File: src/rtl/packet_generator_pkg.sv
// Shared definitions for the packet generator: FSM states, LFSR polynomial, flit bit positions.
// Latency: n/a (types and constant functions only).
// Backpressure: n/a.
package packet_generator_pkg;

    typedef enum logic [2:0] {
        ST_IDLE = 3'd0,
        ST_SEND = 3'd1,
        ST_WAIT = 3'd2,
        ST_GAP  = 3'd3,
        ST_DONE = 3'd4
    } state_e;

    // Galois feedback taps for the 32-bit payload LFSR.
    localparam logic [31:0] LFSR_POLY = 32'h8020_0003;

    // Head marker lives in the flit MSB, tail marker right below it.
    function automatic int head_pos(input int size);
        return size - 1;
    endfunction

    function automatic int tail_pos(input int size);
        return size - 2;
    endfunction

    function automatic logic [31:0] lfsr_next(input logic [31:0] l);
        return (l >> 1) ^ (l[0] ? LFSR_POLY : 32'h0);
    endfunction

endpackage

File: src/rtl/packet_generator_if.sv
// Two-phase (toggle) flit channel: each req toggle presents a flit, each ack toggle accepts it.
// Latency: n/a (wires only).
// Backpressure: sink withholds the ack toggle; data must stay stable until it arrives.
interface packet_generator_if #(
    parameter int SIZE = 16
) ();
    logic            req;
    logic            ack;
    logic [SIZE-1:0] data;

    modport master (output req, output data, input ack);
    modport slave  (input req, input data, output ack);
endinterface

File: src/rtl/packet_generator_lfsr32.sv
// 32-bit Galois LFSR with seed reload and single-step enable.
// Latency: q updates one cycle after step/load_seed.
// Backpressure: none; holds its value while step is low.
// Ports: clk, reset (async active-low), load_seed, step, q[31:0].
module lfsr32
    import packet_generator_pkg::*;
#(
    parameter logic [31:0] SEED = 32'h1
) (
    input  logic        clk,
    input  logic        reset,
    input  logic        load_seed,
    input  logic        step,
    output logic [31:0] q
);
    // An all-zero state would lock the LFSR, so a zero seed is promoted to 1.
    localparam logic [31:0] SEED_EFF = (SEED == 32'h0) ? 32'h1 : SEED;

    logic [31:0] lfsr_d;
    logic [31:0] lfsr_q;

    always_comb begin
        lfsr_d = lfsr_q;
        if (load_seed) begin
            lfsr_d = SEED_EFF;
        end else if (step) begin
            lfsr_d = lfsr_next(lfsr_q);
        end
    end

    always_ff @(posedge clk or negedge reset) begin
        if (!reset) begin
            lfsr_q <= SEED_EFF;
        end else begin
            lfsr_q <= lfsr_d;
        end
    end

    assign q = lfsr_q;
endmodule

File: src/rtl/packet_generator.sv
// Traffic injector: emits PACKETS packets of FLITS LFSR-payload flits over a toggle req/ack channel.
// Latency: first req toggle 2 edges after reset release; 3-cycle minimum flit period; GAP+1 idle cycles between packets.
// Backpressure: holds each flit in WAIT until the ack toggle; enable is sampled only at packet boundaries.
// Ports: clk, reset (async active-low), enable, pkt (master: req/data out, ack in),
//        done, packets_sent[15:0], err (sticky: ack toggle seen outside WAIT).
module packet_generator
    import packet_generator_pkg::*;
#(
    parameter int          ID          = 0,
    parameter int          FLITS       = 8,
    parameter int          SIZE        = 16,
    parameter int          DEST_W      = 4,
    parameter int          DEST        = 0,
    parameter int          RANDOM_DEST = 0,
    parameter logic [31:0] SEED        = 32'h1,
    parameter int          PACKETS     = 2,
    parameter int          GAP         = 0
) (
    input  logic                clk,
    input  logic                reset,
    input  logic                enable,
    packet_generator_if.master  pkt,
    output logic                done,
    output logic [15:0]         packets_sent,
    output logic                err
);
    localparam int          HEAD       = head_pos(SIZE);
    localparam int          TAIL       = tail_pos(SIZE);
    localparam logic [7:0]  LAST_FLIT  = 8'(FLITS - 1);
    localparam logic [7:0]  GAP_LEN    = 8'(GAP);
    localparam logic [15:0] PKT_TARGET = 16'(PACKETS);

    state_e          state_d, state_q;
    logic            req_d, req_q;
    logic [SIZE-1:0] data_d, data_q;
    logic            done_d, done_q;
    logic            err_d, err_q;
    logic [15:0]     sent_d, sent_q;
    logic [7:0]      flit_idx_d, flit_idx_q;
    logic [7:0]      gap_cnt_d, gap_cnt_q;
    logic            ack_smp_d, ack_smp_q;
    logic            ack_old_d, ack_old_q;

    logic            ack_rx;
    logic            lfsr_step;
    logic [31:0]     lfsr_q;
    logic [SIZE-1:0] flit;
    logic [DEST_W-1:0] dest;

    // Only kept so the instance number survives in the netlist for debug.
    logic [31:0] dbg_id_unused;
    logic        lfsr_unused;
    assign dbg_id_unused = 32'(ID);
    assign lfsr_unused   = ^lfsr_q;

    lfsr32 #(.SEED(SEED)) u_lfsr (
        .clk       (clk),
        .reset     (reset),
        .load_seed (1'b0),
        .step      (lfsr_step),
        .q         (lfsr_q)
    );

    // ack is registered once before edge detection, so an ack toggle landing
    // before edge k raises ack_rx for the whole cycle following edge k.
    assign ack_rx = ack_smp_q ^ ack_old_q;

    assign dest = (RANDOM_DEST != 0) ? lfsr_q[DEST_W-1:0] : DEST_W'(DEST);

    // Flit assembled from the current LFSR value; the LFSR steps as it is sent.
    always_comb begin
        flit             = '0;
        flit[SIZE-3:0]   = lfsr_q[SIZE-3:0];
        if (flit_idx_q == 8'd0) begin
            flit[DEST_W-1:0] = dest;
        end
        flit[HEAD] = (flit_idx_q == 8'd0);
        flit[TAIL] = (flit_idx_q == LAST_FLIT);
    end

    always_comb begin
        state_d    = state_q;
        req_d      = req_q;
        data_d     = data_q;
        done_d     = done_q;
        err_d      = err_q;
        sent_d     = sent_q;
        flit_idx_d = flit_idx_q;
        gap_cnt_d  = gap_cnt_q;
        ack_smp_d  = pkt.ack;
        ack_old_d  = ack_smp_q;
        lfsr_step  = 1'b0;

        // An ack toggle we did not ask for is flagged but never moves the FSM.
        if (ack_rx && (state_q != ST_WAIT)) begin
            err_d = 1'b1;
        end

        case (state_q)
            ST_IDLE: begin
                if ((PACKETS != 0) && (sent_q == PKT_TARGET)) begin
                    state_d = ST_DONE;
                    done_d  = 1'b1;
                end else if (enable) begin
                    state_d = ST_SEND;
                end
            end
            ST_SEND: begin
                data_d    = flit;
                req_d     = ~req_q;
                lfsr_step = 1'b1;
                state_d   = ST_WAIT;
            end
            ST_WAIT: begin
                if (ack_rx) begin
                    if (flit_idx_q != LAST_FLIT) begin
                        flit_idx_d = flit_idx_q + 8'd1;
                        state_d    = ST_SEND;
                    end else begin
                        flit_idx_d = 8'd0;
                        sent_d     = sent_q + 16'd1;
                        if (GAP > 0) begin
                            gap_cnt_d = GAP_LEN;
                            state_d   = ST_GAP;
                        end else begin
                            state_d   = ST_IDLE;
                        end
                    end
                end
            end
            ST_GAP: begin
                gap_cnt_d = gap_cnt_q - 8'd1;
                if (gap_cnt_q == 8'd1) begin
                    state_d = ST_IDLE;
                end
            end
            ST_DONE: begin
                done_d = 1'b1;
            end
            default: begin
                state_d = ST_IDLE;
            end
        endcase
    end

    always_ff @(posedge clk or negedge reset) begin
        if (!reset) begin
            state_q    <= ST_IDLE;
            req_q      <= 1'b0;
            data_q     <= '0;
            done_q     <= 1'b0;
            err_q      <= 1'b0;
            sent_q     <= 16'd0;
            flit_idx_q <= 8'd0;
            gap_cnt_q  <= 8'd0;
            ack_smp_q  <= 1'b0;
            ack_old_q  <= 1'b0;
        end else begin
            state_q    <= state_d;
            req_q      <= req_d;
            data_q     <= data_d;
            done_q     <= done_d;
            err_q      <= err_d;
            sent_q     <= sent_d;
            flit_idx_q <= flit_idx_d;
            gap_cnt_q  <= gap_cnt_d;
            ack_smp_q  <= ack_smp_d;
            ack_old_q  <= ack_old_d;
        end
    end

    assign pkt.req      = req_q;
    assign pkt.data     = data_q;
    assign done         = done_q;
    assign packets_sent = sent_q;
    assign err          = err_q;
endmodule

File: src/flat_wrapper.sv
// flat-port wrapper written by rule: the top's interface ports become plain ports
module packet_generator_flat import packet_generator_pkg::*;
#(
    parameter int          ID          = 0,
    parameter int          FLITS       = 8,
    parameter int          SIZE        = 16,
    parameter int          DEST_W      = 4,
    parameter int          DEST        = 0,
    parameter int          RANDOM_DEST = 0,
    parameter logic [31:0] SEED        = 32'h1,
    parameter int          PACKETS     = 2,
    parameter int          GAP         = 0
)
  (clk, reset, enable, done, packets_sent, err, pkt_req, pkt_data, pkt_ack);
  packet_generator_if #(.SIZE(SIZE)) pkt_i ();
  input  logic clk;
  input  logic reset;
  input  logic enable;
  output logic done;
  output logic [15:0] packets_sent;
  output logic err;
  output wire logic [$bits(pkt_i.req)-1:0] pkt_req;
  output wire logic [$bits(pkt_i.data)-1:0] pkt_data;
  input wire logic [$bits(pkt_i.ack)-1:0] pkt_ack;
  assign pkt_req = pkt_i.req;
  assign pkt_data = pkt_i.data;
  assign pkt_i.ack = pkt_ack;
  packet_generator #(.ID(ID), .FLITS(FLITS), .SIZE(SIZE), .DEST_W(DEST_W), .DEST(DEST), .RANDOM_DEST(RANDOM_DEST), .SEED(SEED), .PACKETS(PACKETS), .GAP(GAP)) u_core (.clk(clk), .reset(reset), .enable(enable), .pkt(pkt_i), .done(done), .packets_sent(packets_sent), .err(err));
endmodule
File: config.mk
export PLATFORM = sky130hd
export DESIGN_NAME = packet_generator_flat
export DESIGN_NICKNAME = d
export VERILOG_FILES = /design/src/rtl/packet_generator_pkg.sv /design/src/rtl/packet_generator_if.sv /design/src/rtl/packet_generator_lfsr32.sv /design/src/rtl/packet_generator.sv /design/src/flat_wrapper.sv
export SDC_FILE = /design/constraint.sdc
export NUM_CORES = 1
export LEC_CHECK = 0
export CAP_MARGIN = 10
export CORE_MARGIN = 8
export CORE_UTILIZATION = 29
export DETAILED_ROUTE_END_ITERATION = 6
export PLACE_DENSITY_LB_ADDON = 0.05
export SYNTH_ARGS = -nofsm -noshare
export SYNTH_HDL_FRONTEND = slang
export SYNTH_SLANG_ARGS = --single-unit
File: constraint.sdc
create_clock -name clk -period 3.3 [get_ports clk]
set_clock_uncertainty 0.2 [all_clocks]
set_input_delay 0.66 -clock clk [delete_from_list [all_inputs] [get_ports clk]]
set_output_delay 0.66 -clock clk [all_outputs]
set_load 0.05 [all_outputs]
# [Yosys cells after proc, flatten, opt, wreduce, memory -nomap -nowiden]
# Cells that the tools add are included.
[op_classes] bitwise_logic=5 addsub=3 muxes=12 n_eq_ne=13 n_reduce_logical=8
[ops] op="$mux W32" n=1
[ops] op="$xor A31 B32 Y32" n=1
[ops] op="$add A16 B1 Y16 const B" n=1
[ops] op="$eq A16 B2 Y1 const B" n=1
[ops] op="$pmux W3 S5" n=1
[ops] op="$mux W3" n=4
[ops] op="$add A8 B1 Y8 const B" n=1
[ops] op="$eq A8 B1 Y1 const B" n=1
[ops] op="$eq A8 B3 Y1 const B" n=1
[ops] op="$logic_not A8 Y1" n=1
[ops] op="$mux W8" n=1
[ops] op="$ne A8 B3 Y1 const B" n=1
[ops] op="$sub A8 B1 Y8 const B" n=1
[ops] op="$eq A3 B2 Y1 const B" n=2
[ops] op="$ne A2 B1 Y1 const B" n=3
[ops] op="$ne A3 B2 Y1 const B" n=2
[ops] op="$mux W4" n=1
[ops] op="$reduce_and A2 Y1" n=2
[ops] op="$reduce_and A4 Y1" n=1
[ops] op="$eq A3 B1 Y1 const B" n=1
[ops] op="$eq A3 B3 Y1 const B" n=1
[ops] op="$logic_not A3 Y1" n=1
[ops] op="$mux W1" n=3
[ops] op="$not A1 Y1" n=3
[ops] op="5 further kinds" n=5
[word_totals] out_inout_bits=35 wordCells=52 register_bits=88

# [Logic depth before layout (Yosys ltp)]
[depth] word_depth=4 depth_mapped=6 mapped_depth_nobuf=6

# [Modules after synthesis]
# From an unflattened synthesis, not the netlist that was laid out.
[unflattened] hier_cells=337 area_unflattened_um2=3880.0
[modules_own_cells] module="packet_generator" seq_area_each_um2=1401.3 cells_each=231 area_each_um2=2521.2 n_inst=1
[modules_own_cells] module="lfsr32" seq_area_each_um2=802.0 cells_each=106 area_each_um2=1358.8 n_inst=1

# [Least setup slack after synthesis]
# Ideal clock, no wire load.
[synth_path] kind="reg-to-reg" from="reg u_core.sent_q[1] (netlist: u_core.packets_sent[1])" to="reg u_core.sent_q[14] (netlist: u_core.packets_sent[14])" stages_incl_launch_ff=6 period_less_slack_ns=2.096 slack_ns=1.204 path_buffers=0 arrival_ns=1.814 required_ns=3.018 cell_sequence="dfrtp_1 ha_1 nor4b_4 nand4_4 nor4_2 xor2_1"
[synth_via] elab_chain_cells=1
[synth_lines] element="start, declared" line_no="packet_generator.sv:38" rtl="logic [15:0] sent_d, sent_q;"
[synth_lines] element="start signal, assigned" line_no="packet_generator.sv:164" rtl="sent_q <= sent_d;"
[synth_lines] element="$add A16 B1 Y16" line_no="packet_generator.sv:121" rtl="sent_d = sent_q + 16'd1;"
# No other way between the ends.
# A chain may end at the register's enable or synchronous reset.

# [Worst setup path in the final report]
[layout_path] from="reg u_core.sent_q[1] (netlist: u_core.packets_sent[1])" to="out packets_sent[1]"
[layout_lines] element="end, declared" line_no="flat_wrapper.sv:20" rtl="output logic [15:0] packets_sent;"
# No word-level cell between the ends.

==> flow_results.org <==
** Run status
- The flow ran to the end, and the final reports show no timing, DRC or antenna violations.

** CTS
- Clock transition at path regs :: 0.06 ns
- CTS placed an instance of clkbuf_16 at the clock tree root.
- Post-CTS setup repair buffer count :: 0
- The number of hold buffers added after CTS was 0.
- H-tree Lvls :: 3
- Number of sinks handled by clock tree synthesis :: 78
- At the later pin of the worst-skew pair, clock insertion delay measures 0.33 ns.
- TritonCTS built the clock tree.
- Post-CTS repair changed the size of 0 cells.
- Counting the buffers created by CTS gives 9.
- The clock passes through at most 2 buffers.

** Layout
- Compared with the post-synthesis result, the final layout area differs by 22.5%.
- 0 antenna diodes ended up in the layout.
- For this run, the post-layout net count is 380.
- In the final layout, the share of cells above drive strength 1 is 0.0907.
- Top library cells by usage in the layout, fill and taps aside :: nand2_1 (107), dfrtp_1 (77), clkdlybuf4s50_1 (37)
- The layout has 1184 filler cells.
- Most frequent standard cell in the layout excluding fill and tap cells :: nand2_1
- Once layout is done, the placed cells without fillers occupy 4250 um2.

** Routing
- For this block, the initial DRC count from the detailed router was 174.
- WL/cell :: 13.9 um
- The count of nets left with antenna violations once routing finished came out at 0.
- In the routed design, unresolved DRC markers number 0.
- Total number of vias :: 2322
- Average via count per standard cell :: about 4.4
- For this run, the detailed router's first-pass iteration total came to 4.
- For this block, the routed nets add up to approximately 7.3 mm of wire.

** GRT
- Total Routing Usage GR :: 0.0993
- Pin count of the biggest net entering global routing :: just under 80
- The first global-routing pass estimated between 10 and 15 mm of wire.
- The initial antenna violation count was 0.
- Total gr overflow :: 0
- Via count of the first global-routing pass :: around 2400

** Power and ir drop
- The worst-case IR drop observed on VDD is ~0.22 mV.
- Leakage power :: 1.98 nW
- Total power per unit cell area :: 691 nW/um2

** Die
- The die covers about 16000 um2.
- Placeable Area :: approximately 12000 um2
- DIE WIDTH :: ~130 um
- Die height :: roughly 130 um
- After floorplanning, the core was divided into 40 placement rows.
- Boundary pin count :: 39
- The initial utilization of the core area, before any placement, comes to 0.292.

** Synth
- Synth Cell Area :: between 3000 and 4000 um2
- In the synthesized netlist, the number of instances is roughly 340.
- Number of distinct library cell variants in the gate-level netlist after synthesis :: 43
- Area share of the leading cell type in the synthesized netlist :: 0.556
- Ranked by total cell area, the synthesized netlist is headed by dfrtp_1 (56%), nand2_1 (12%), xnor2_1 (5.3%).
- For this run, the register share of the synthesized area comes to 0.563.
- Synthesis inferred 78 register bits.
- A synthesized cell averages slightly above 10 um2.
- Largest area contributor in the netlist :: dfrtp_1
- Net count after synthesis :: roughly 350
- Yosys printed 0 warnings.

** STA
- Of the available clock period, the critical path in the final layout requires 0.776.
- Final Slew Violations :: 0
- For the final routed database, the setup TNS stands at 0 ns.
- Hold is met by 0.135 ns.
- Final min period :: approximately 2.6 ns
- Final worst setup slack :: 0.739 ns
- Unrepaired setup endpoints after global routing :: no
- Tightest slew margin relative to the limit :: 0.611
- Setup violations remaining at the end of the flow were counted as 0.
- Final hold violation count :: 0
- Based on the critical path, the design can be clocked at up to slightly below 400 MHz.
- For the pin with the worst max-slew slack, the measured transition is 0.584 ns.

** Worst setup path
- Max incr delay on CP :: 0.87 ns
- Critical path class :: reg -> out
- Crit path depth :: 1
- WP buf/inv :: 1
- STA classifies the critical path startpoint as a flop.
- Among cell families on the critical path, the largest total delay comes from buffers and inverters.
- STA puts the critical path data required time at about 2.4 ns.
- Measured in cells, the most critical reg-to-reg path has a length of 5.
- STA classifies the critical path endpoint as an output pin.
- Slowest cell on the critical path :: clkdlybuf4s50_1
- Crit-path max FO :: 9
- STA puts the critical path data arrival time at between 1.5 and 2 ns.
- The critical path goes through clkdlybuf4s50_1.

** Placement
- During placement, the flow inserted port buffers numbering 38.
- Summing all placed instances gives a cell area of 3950 um2.
- Post-detailed-placement half-perimeter wirelength :: between 4 and 5 mm
- OpenSTA, run right after detailed placement, puts the worst setup slack at about 1.1 ns.
- Routability Congestion :: approximately 0.71

** Job
- Max capacitance violation total :: 0

** Worst hold path
- Kind of path behind the tightest hold check :: in -> async
-- cell families after synthesis --
group / share of synthesized area
buffers and inverters: 0.0447
flip-flops: 0.563
adder cells (fa/ha/maj): 0.0217
AND/OR/NAND/NOR: 0.253
XOR/XNOR: 0.0834
AO/OA/AOI/OAI: 0.0336
-- stage by stage --
stage / instances / total power [mW] / util
2_1_floorplan: 338 / 1.73 / -
3_3_place_gp: 506 / 1.96 / 0.333
3_5_place_dp: 506 / 1.97 / 0.333
4_1_cts: 522 / 2.99 / 0.358
5_1_grt: 522 / 3.11 / 0.358
6_report: 522 / 2.94 / 0.358
-- cells in the mapped netlist --
cell type and count:
nor2_1 10, o22ai_1 1, nand3b_2 1, a21oi_1 2, nand4_1 8, o21ai_1 3
nor3_1 6, a22o_1 4, o21ai_0 4, a41oi_1 1, nor4b_4 1, and3_1 6
nand2b_1 1, dfstp_2 1, and4_1 2, and2_1 1, buf_4 11, nor2_2 1
nor3b_1 1, clkbuf_1 5, nor4bb_1 1, xnor2_1 21, ha_1 6, or3_4 1
and4bb_1 1, nor4_2 4, nor3_2 1, a31oi_1 1, nor2b_1 3, or3b_4 1
inv_1 9, xor2_1 12, nor4b_1 1, a21o_1 1, buf_2 4, or2_2 1
nand2_1 107, nor4_1 4, nand4_4 1, nor3b_2 1, o211ai_1 1, nand3_1 9
dfrtp_1 77
-- worst paths after layout --
check	start	to	slack, ns
setup / recovery	u_core.packets_sent[1]	packets_sent[1]	0.74
hold / removal	reset	u_core.packets_sent[15]	0.14
setup reg to reg	u_core.flit_idx_q[1]	u_core.packets_sent[3]	1.21
hold reg to reg	u_core.ack_old_d	u_core.ack_old_q	0.24
max in group asynchronous	reset	u_core.u_lfsr.q[0]	2.39
min in group clk	u_core.ack_old_d	u_core.ack_old_q	0.24
-- area by class of cell --
class	instances	area, um2	area share
Multi-Input combinational cell	231	1360	0.321
Clock inverter	5	58.8	0.0138
Inverter	9	33.8	0.00796
Tap cell	147	184	0.0433
Timing Repair Buffer	41	413	0.0972
Clock buffer	11	243	0.0572
Sequential cell	78	1950	0.460
-- report_power, final --
group	internal [mW]	switching, mW	leakage, nW
Clock	0.607	0.401	0.142
Combinational	0.242	0.459	0.795
Sequential	1.08	0.150	1.05
-- sequential cells by signal, summed over array words and instances, names as in the netlist --
register	count
u_core.u_lfsr.q	32
u_core.packets_sent	16
u_core.flit_idx_q	8
u_core.gap_cnt_q	8
u_core.pkt.data	6
u_core.state_q	3
u_core.ack_old_d	1
u_core.ack_old_q	1
u_core.done	1
u_core.err	1
u_core.pkt.req	1
-- per-layer routing --
metal / vias to the layer above / routed length (um) / share of wire / track usage
met3: 14 / 261 / 0.036 / 0.0263
met1: 1108 / 3600 / 0.50 / 0.133
li1: 1167 / - / - / -
met5: - / 0 / 0 / 0
met4: 0 / 180 / 0.025 / 0.0580
met2: 33 / 3220 / 0.44 / 0.141
Note: power is estimated with default switching activity, not from simulation.
